## src/rtl/fighter_pkg.sv

```systemverilog
// rtl/fighter_pkg.sv - fighter state codes, frame-count defaults, position limits and x stepping helper
package fighter_pkg;

    typedef enum logic [2:0] {
        ST_IDLE    = 3'd0,
        ST_WALK    = 3'd1,
        ST_JUMP    = 3'd2,
        ST_CROUCH  = 3'd3,
        ST_ATTACK  = 3'd4,
        ST_RECOVER = 3'd5,
        ST_PARRY   = 3'd6,
        ST_HITSTUN = 3'd7
    } fighter_state_e;

    localparam int DEF_X_MIN              = 0;
    localparam int DEF_X_MAX              = 575;
    localparam int DEF_X_INIT             = 64;
    localparam int DEF_WALK_STEP          = 2;
    localparam int DEF_JUMP_FRAMES        = 32;
    localparam int DEF_JUMP_STEP          = 4;
    localparam int DEF_ATK_ACTIVE_FRAMES  = 6;
    localparam int DEF_ATK_RECOVER_FRAMES = 10;
    localparam int DEF_PARRY_FRAMES       = 8;
    localparam int DEF_HITSTUN_FRAMES     = 20;

    localparam int CNT_W = 8;

    // Saturating horizontal step; left and right together means no motion.
    function automatic logic [9:0] step_x(input logic [9:0] pos, input logic go_left,
                                          input logic go_right, input int step,
                                          input int lo, input int hi);
        int p;
        p = int'(pos);
        if (go_left && !go_right)
            p = p - step;
        else if (go_right && !go_left)
            p = p + step;
        if (p < lo)
            p = lo;
        if (p > hi)
            p = hi;
        return 10'(p);
    endfunction

endpackage

```

## src/rtl/frame_counter.sv

```systemverilog
// rtl/frame_counter.sv - loadable down-counter that decrements once per frame tick and stops at zero
module frame_counter #(
    parameter int W = 8
) (
    input  logic         clk,
    input  logic         rst,
    input  logic         load,
    input  logic [W-1:0] load_value,
    input  logic         tick,
    output logic [W-1:0] value,
    output logic         zero
);

    logic [W-1:0] value_q, value_d;

    always_comb begin
        value_d = value_q;
        if (load)
            value_d = load_value;
        else if (tick && value_q != '0)
            value_d = value_q - W'(1);
    end

    always_ff @(posedge clk or posedge rst) begin
        if (rst)
            value_q <= '0;
        else
            value_q <= value_d;
    end

    assign value = value_q;
    assign zero  = (value_q == '0);

endmodule

```

## src/rtl/fighter_action_fsm.sv

```systemverilog
// rtl/fighter_action_fsm.sv - per-player fighter state machine advanced on the frame tick
// Optional airborne attack window enabled by defining FIGHTER_AIR_ATTACK_EN.
module fighter_action_fsm
    import fighter_pkg::*;
#(
    parameter int X_MIN              = DEF_X_MIN,
    parameter int X_MAX              = DEF_X_MAX,
    parameter int X_INIT             = DEF_X_INIT,
    parameter int WALK_STEP          = DEF_WALK_STEP,
    parameter int JUMP_FRAMES        = DEF_JUMP_FRAMES,
    parameter int JUMP_STEP          = DEF_JUMP_STEP,
    parameter int ATK_ACTIVE_FRAMES  = DEF_ATK_ACTIVE_FRAMES,
    parameter int ATK_RECOVER_FRAMES = DEF_ATK_RECOVER_FRAMES,
    parameter int PARRY_FRAMES       = DEF_PARRY_FRAMES,
    parameter int HITSTUN_FRAMES     = DEF_HITSTUN_FRAMES
) (
    input  logic       clk,
    input  logic       reset,
    input  logic       tick,
    input  logic       left,
    input  logic       right,
    input  logic       up,
    input  logic       down,
    input  logic       attack,
    input  logic       pery,
    input  logic       hit_in,
    output logic [2:0] state,
    output logic [9:0] pos_x,
    output logic [7:0] y_off,
    output logic       attack_active,
    output logic       parry_active,
    output logic       parry_success
);

    localparam logic [7:0] JSTEP = 8'(JUMP_STEP);

    fighter_state_e state_q, state_d;
    logic [9:0] pos_x_q, pos_x_d;
    logic [7:0] y_off_q, y_off_d;
    logic attack_prev_q, attack_prev_d, pery_prev_q, pery_prev_d;
    logic attack_active_q, attack_active_d;
    logic parry_active_q, parry_active_d;
    logic parry_success_q, parry_success_d;

    logic             cnt_load;
    logic [CNT_W-1:0] cnt_load_val, cnt_value;
    logic             cnt_zero;
    logic             frame_tick, cnt_last, move_en;
    logic             attack_press, pery_press, walk_in;
    logic             air_active_d;

    // A hit on the same clk as a tick consumes that tick.
    assign frame_tick   = tick & ~hit_in;
    assign cnt_last     = frame_tick & (cnt_value == CNT_W'(1));
    assign attack_press = attack & ~attack_prev_q;
    assign pery_press   = pery & ~pery_prev_q;
    assign walk_in      = left ^ right;

    frame_counter #(.W(CNT_W)) u_main_cnt (
        .clk       (clk),
        .rst       (reset),
        .load      (cnt_load),
        .load_value(cnt_load_val),
        .tick      (frame_tick),
        .value     (cnt_value),
        .zero      (cnt_zero)
    );

    always_comb begin
        state_d         = state_q;
        pos_x_d         = pos_x_q;
        y_off_d         = y_off_q;
        attack_prev_d   = attack_prev_q;
        pery_prev_d     = pery_prev_q;
        cnt_load        = 1'b0;
        cnt_load_val    = '0;
        move_en         = 1'b0;
        parry_success_d = hit_in && (state_q == ST_PARRY);

        if (hit_in) begin
            if (state_q != ST_PARRY) begin
                state_d      = ST_HITSTUN;
                cnt_load     = 1'b1;
                cnt_load_val = CNT_W'(HITSTUN_FRAMES);
                y_off_d      = '0;
            end
        end else if (tick) begin
            attack_prev_d = attack;
            pery_prev_d   = pery;
            case (state_q)
                ST_IDLE, ST_WALK, ST_CROUCH: begin
                    cnt_load = 1'b1;
                    if (pery_press) begin
                        state_d      = ST_PARRY;
                        cnt_load_val = CNT_W'(PARRY_FRAMES);
                    end else if (attack_press) begin
                        state_d      = ST_ATTACK;
                        cnt_load_val = CNT_W'(ATK_ACTIVE_FRAMES);
                    end else if (up) begin
                        state_d      = ST_JUMP;
                        cnt_load_val = CNT_W'(JUMP_FRAMES);
                    end else if (down) begin
                        state_d = ST_CROUCH;
                    end else if (walk_in) begin
                        state_d = ST_WALK;
                        move_en = 1'b1;
                    end else begin
                        state_d = ST_IDLE;
                    end
                end
                ST_JUMP: begin
                    move_en = 1'b1;
                    if (int'(cnt_value) > JUMP_FRAMES / 2)
                        y_off_d = y_off_q + JSTEP;
                    else
                        y_off_d = y_off_q - JSTEP;
                    if (cnt_last || cnt_zero) begin
                        state_d = ST_IDLE;
                        y_off_d = '0;
                    end
                end
                ST_ATTACK: begin
                    if (cnt_last || cnt_zero) begin
                        state_d      = ST_RECOVER;
                        cnt_load     = 1'b1;
                        cnt_load_val = CNT_W'(ATK_RECOVER_FRAMES);
                    end
                end
                default: begin
                    // RECOVER, PARRY and HITSTUN all simply time out to IDLE.
                    if (cnt_last || cnt_zero)
                        state_d = ST_IDLE;
                end
            endcase
            if (move_en)
                pos_x_d = step_x(pos_x_q, left, right, WALK_STEP, X_MIN, X_MAX);
        end

        parry_active_d  = (state_d == ST_PARRY);
        attack_active_d = (state_d == ST_ATTACK) || (air_active_d && state_d == ST_JUMP);
    end

`ifdef FIGHTER_AIR_ATTACK_EN
    logic             air_load, air_zero, air_active_q;
    logic [CNT_W-1:0] air_load_val, air_value;

    frame_counter #(.W(CNT_W)) u_air_cnt (
        .clk       (clk),
        .rst       (reset),
        .load      (air_load),
        .load_value(air_load_val),
        .tick      (frame_tick && state_q == ST_JUMP),
        .value     (air_value),
        .zero      (air_zero)
    );

    always_comb begin
        air_load     = 1'b0;
        air_load_val = '0;
        air_active_d = air_active_q;
        if (hit_in) begin
            if (state_q != ST_PARRY) begin
                air_load     = 1'b1;
                air_active_d = 1'b0;
            end
        end else if (tick && state_q == ST_JUMP) begin
            if (cnt_last) begin
                air_load     = 1'b1;
                air_active_d = 1'b0;
            end else if (attack_press && air_zero) begin
                air_load     = 1'b1;
                air_load_val = CNT_W'(ATK_ACTIVE_FRAMES);
                air_active_d = 1'b1;
            end else if (air_value == CNT_W'(1)) begin
                air_active_d = 1'b0;
            end
        end
    end

    always_ff @(posedge clk or posedge reset) begin
        if (reset)
            air_active_q <= 1'b0;
        else
            air_active_q <= air_active_d;
    end
`else
    assign air_active_d = 1'b0;
`endif

    always_ff @(posedge clk or posedge reset) begin
        if (reset) begin
            state_q         <= ST_IDLE;
            pos_x_q         <= 10'(X_INIT);
            y_off_q         <= '0;
            attack_prev_q   <= 1'b0;
            pery_prev_q     <= 1'b0;
            attack_active_q <= 1'b0;
            parry_active_q  <= 1'b0;
            parry_success_q <= 1'b0;
        end else begin
            state_q         <= state_d;
            pos_x_q         <= pos_x_d;
            y_off_q         <= y_off_d;
            attack_prev_q   <= attack_prev_d;
            pery_prev_q     <= pery_prev_d;
            attack_active_q <= attack_active_d;
            parry_active_q  <= parry_active_d;
            parry_success_q <= parry_success_d;
        end
    end

    assign state         = state_q;
    assign pos_x         = pos_x_q;
    assign y_off         = y_off_q;
    assign attack_active = attack_active_q;
    assign parry_active  = parry_active_q;
    assign parry_success = parry_success_q;

endmodule

```

## config.mk

```make
export PLATFORM = sky130hd
export DESIGN_NAME = fighter_action_fsm
export DESIGN_NICKNAME = d
export VERILOG_FILES = /design/src/rtl/fighter_pkg.sv /design/src/rtl/frame_counter.sv /design/src/rtl/fighter_action_fsm.sv
export SDC_FILE = /design/constraint.sdc
export NUM_CORES = 1
export LEC_CHECK = 0
export BUFFER_PORTS_ARGS = -buffer_cell sky130_fd_sc_hd__buf_2
export CAP_MARGIN = 5
export CORE_ASPECT_RATIO = 1.1
export CORE_MARGIN = 1
export CORE_UTILIZATION = 45
export CTS_CLUSTER_DIAMETER = 80
export DETAILED_ROUTE_END_ITERATION = 10
export HOLD_SLACK_MARGIN = 0.15
export PLACE_DENSITY = 0.72
export SYNTH_ARGS = -nofsm -noshare
export SYNTH_HDL_FRONTEND = slang
export SYNTH_HIERARCHICAL = 1
export SYNTH_SLANG_ARGS = --single-unit
```

## constraint.sdc

```tcl
create_clock -name clk -period 2.3 [get_ports clk]
set_input_delay 0.46 -clock clk [delete_from_list [all_inputs] [get_ports clk]]
set_output_delay 0.46 -clock clk [all_outputs]
set_load 0.03 [all_outputs]
```

==> results by group <==
Global routing
  – Met3 usage: between 3 and 4%
  – M2 GR Usage: 42.4%
  – First-pass GRT wire length: 10.9 mm
  – GRT busiest layer: met2
  – Total GRT Usage: between 20 and 25%
  – GRT overflow: 0
  – Met1 usage: 30.6%
  – Antenna violations before repair: 0
  – Vias in the first global route: between 2000 and 2500
  – Largest net degree at the start of global routing: 25

Routing
  – Pre-antenna DRT Iters: 4
  – DRT iter0 DRCs: 149
  – Routed via count: 2454
  – Post-DR wirelength/cell: 14.6 um
  – # DRC: 0
  – Routed WL: ~6.4 mm
  – Via/cell ratio: about 5.6
  – Antenna-violating nets left: 0

Clocking
  – TritonCTS clock tree: yes
  – Cts bufs inserted: 5
  – Clock tree buffer depth: 2
  – Clk_lat worst skew: around 0.28 ns
  – Clock Root Buffer: clkbuf_8
  – Clock transition at the registers of the reported paths: around 0.07 ns
  – # clock sinks: 32
  – Htree depth: 2

Setup path
  – Startpoint Class: flip-flop
  – Reg2Reg Launch Point: u_main_cnt/value[0]
  – Crit Path Class: flip-flop to flip-flop
  – R2R Path End: attack_active
  – Setup crit end: attack_active
  – Critical Path AT: 2.45 ns
  – CP startpoint: u_main_cnt/value[0]
  – FF-to-FF setup slack: around 0.028 ns
  – R2R depth: 11
  – CP required: ~2.5 ns
  – Crit. End Element: flip-flop
  – CP max FO: 4

STA
  – Worst Tran Pin Value: around 0.49 ns
  – Final Skew: 0.00716 ns
  – Final setup viols: 0
  – Fmax achieved: ~0.44 GHz
  – Period utilisation layout: between 90% and 100%
  – RSZ-0062 raised after global routing: true
  – Slew HR: roughly two thirds
  – Final min period: 2.27 ns
  – Setup TNS Final: 0 ns
  – Final hold vios: 0
  – Slew Viols, Final: 0
  – Slack of the critical path: 0.0279 ns

Floorplanning
  – Starting density of the core: between 40% and 50%
  – Io pins: 34
  – Die height: between 70 and 80 um
  – Core Area: a little over 0.005 mm^2
  – FP Rows: 27
  – DIE AREA: around 0.0056 mm^2
  – Die W: between 70 and 80 um

Placed design
  – Pre-CTS setup slack: -0.127 ns
  – I/O Buffers: 31
  – Routability Congestion: 0.850
  – Detail Placement HPWL: 4.86 mm

Synthesis
  – Cell variety after synth: 66
  – YS warnings: 6
  – Synth Cell Area: around 0.0024 mm^2
  – Yosys top cell by area: dfrtp_1
  – Synth Flop Type: dfrtp_1
  – Cells after Synth: 290
  – Register area share after synthesis: between 30% and 40%
  – Yosys reg bits: 32
  – Mean Syn Cell Area: slightly above 8 um^2
  – Top-count cell post-synth: nand2_1
  – Most common library cells after synthesis: 40 x nand2_1, 31 x dfrtp_1, 23 x inv_1
  – Post-synth top area share: between 30 and 40%
  – Synth top area cells: dfrtp_1 32%, nand2_1 6.3%, ha_1 5.2%, inv_1 3.6%, nor2_1 3.4%
  – Post-synthesis async set-or-reset flop share: 100%
  – EDFF count, synth: 0

Power and ir drop
  – Peak supply drop: a little over 0.5 mV
  – Design Power: roughly 2500 uW
  – Power per Cell Area: 769 mW/mm^2
  – Leakage: 0.00154 uW

Worst hold path
  – Hold crit path type: primary input to flip-flop
  – Hold path startpoint: attack

Layout
  – Antenna diodes: 0
  – Synthesis-to-layout area growth: 34.8%
  – Final net count: between 300 and 400
  – Share of cells above drive strength 1: between 30% and 40%

Status
  – Status: finished clean

Flow run
  – Max-Cap Viols: 0
[cell families after synthesis]
group | Yosys count | share of synthesized area, %
AND/OR/NAND/NOR | 119 | 26.3
XOR/XNOR | 6 | 2.19
multiplexers | 3 | 1.25
buffers and inverters | 38 | 6.98
other | 1 | 0.156
adder cells (fa/ha/maj) | 11 | 6.04
AO/OA/AOI/OAI | 80 | 23.7
flip-flops | 32 | 33.4
[final cells by class]
| type | instances | area [um^2] |
|---|---|---|
| multi-input combinational | 224 | 1540 |
| fill | 427 | 1830 |
| inverter | 24 | 90.1 |
| tap | 58 | 72.6 |
| clock buffer | 5 | 68.8 |
| timing repair buffer | 91 | 616 |
| clock inverter | 3 | 42.5 |
| sequential | 32 | 803 |
[how the worst min path moves through the flow]
stage | end | slack [ns] | cells past startpoint
finish | attack_prev_q | 0.40 | 3
global route | attack_prev_q | 0.43 | 3
CTS | attack_prev_q | 0.40 | 3
detailed placement | u_main_cnt/value[2] | 0.45 | 2
global placement | u_main_cnt/value[2] | 0.44 | 2
floorplan | u_main_cnt/value[0] | 0.28 | 1
[flip-flops by register name (all words and copies together) (netlist names)]
signal and flops:
state 3, y_off 6, u_main_cnt/value 8, pery_prev_q 1, parry_active 1, parry_success 1
attack_active 1, attack_prev_q 1, pos_x 10
[report_power, final]
group	internal [uW]	switching, uW
registers	665	95.5
clock network	320	222
logic	554	631
total	1540	948
[timing repair]
action                                  in CTS  in global routing
gates resized for setup                      3                 18
hold buffers                                 1                  0
endpoints found under the hold margin        8                  0
pin swaps                                    5                  5
endpoints found under the setup margin       5                 15
setup buffers                                5                  1
[cells in the final DEF, fill, tap and decap left out, drive strengths merged, types with 2 or more instances in the layout]
master    n
a2111oi   3
a211o     4
a211oi    3
a21boi    2
a21o      6
a21oi    12
a22o      2
a31oi     9
buf      90
clkbuf    5
conb      5
dfrtp    31
ha       10
inv      24
mux2i     3
nand2    42
nand2b    2
nand3     8
nand3b    2
nand4     2
nor2     23
nor2b     6
nor3      6
nor3b     3
nor4      3
nor4b     2
o211ai    4
o21ai    17
o22ai     3
o31ai     4
o41ai     2
or2       2
or3       6
or3b      2
or4       5
xnor2     2
xor2      4
[metrics by stage]
stage | hold WS, ns | utilization (%) | std cells | area, um^2
after floorplan | 0.276 | - | 294 | 2460
after global placement | 0.440 | 59.3 | 422 | 3000
after detailed placement | 0.447 | 59.3 | 422 | 3000
after CTS | 0.397 | 62.6 | 436 | 3170
after global routing | 0.433 | 63.9 | 437 | 3240
final | 0.399 | 63.9 | 437 | 3240
[routing by layer]
metal,vias to the layer above,wire (um)
li1,1220,-
met1,1176,2890
met2,52,3260
met3,6,165
met4,0,68
met5,-,0
[worst max-delay path: stages, from the launching register on]
cell and delay (ns):
dfrtp_2 0.44, inv_2 0.09, ha_4 0.13, or3b_4 0.39, nor2_4 0.11, a41oi_4 0.05
buf_6 0.16, nor4b_4 0.23, a311oi_1 0.09, o31ai_1 0.28, buf_4 0.16, nor3_1 0.05
(Power assumes the default switching activity.)
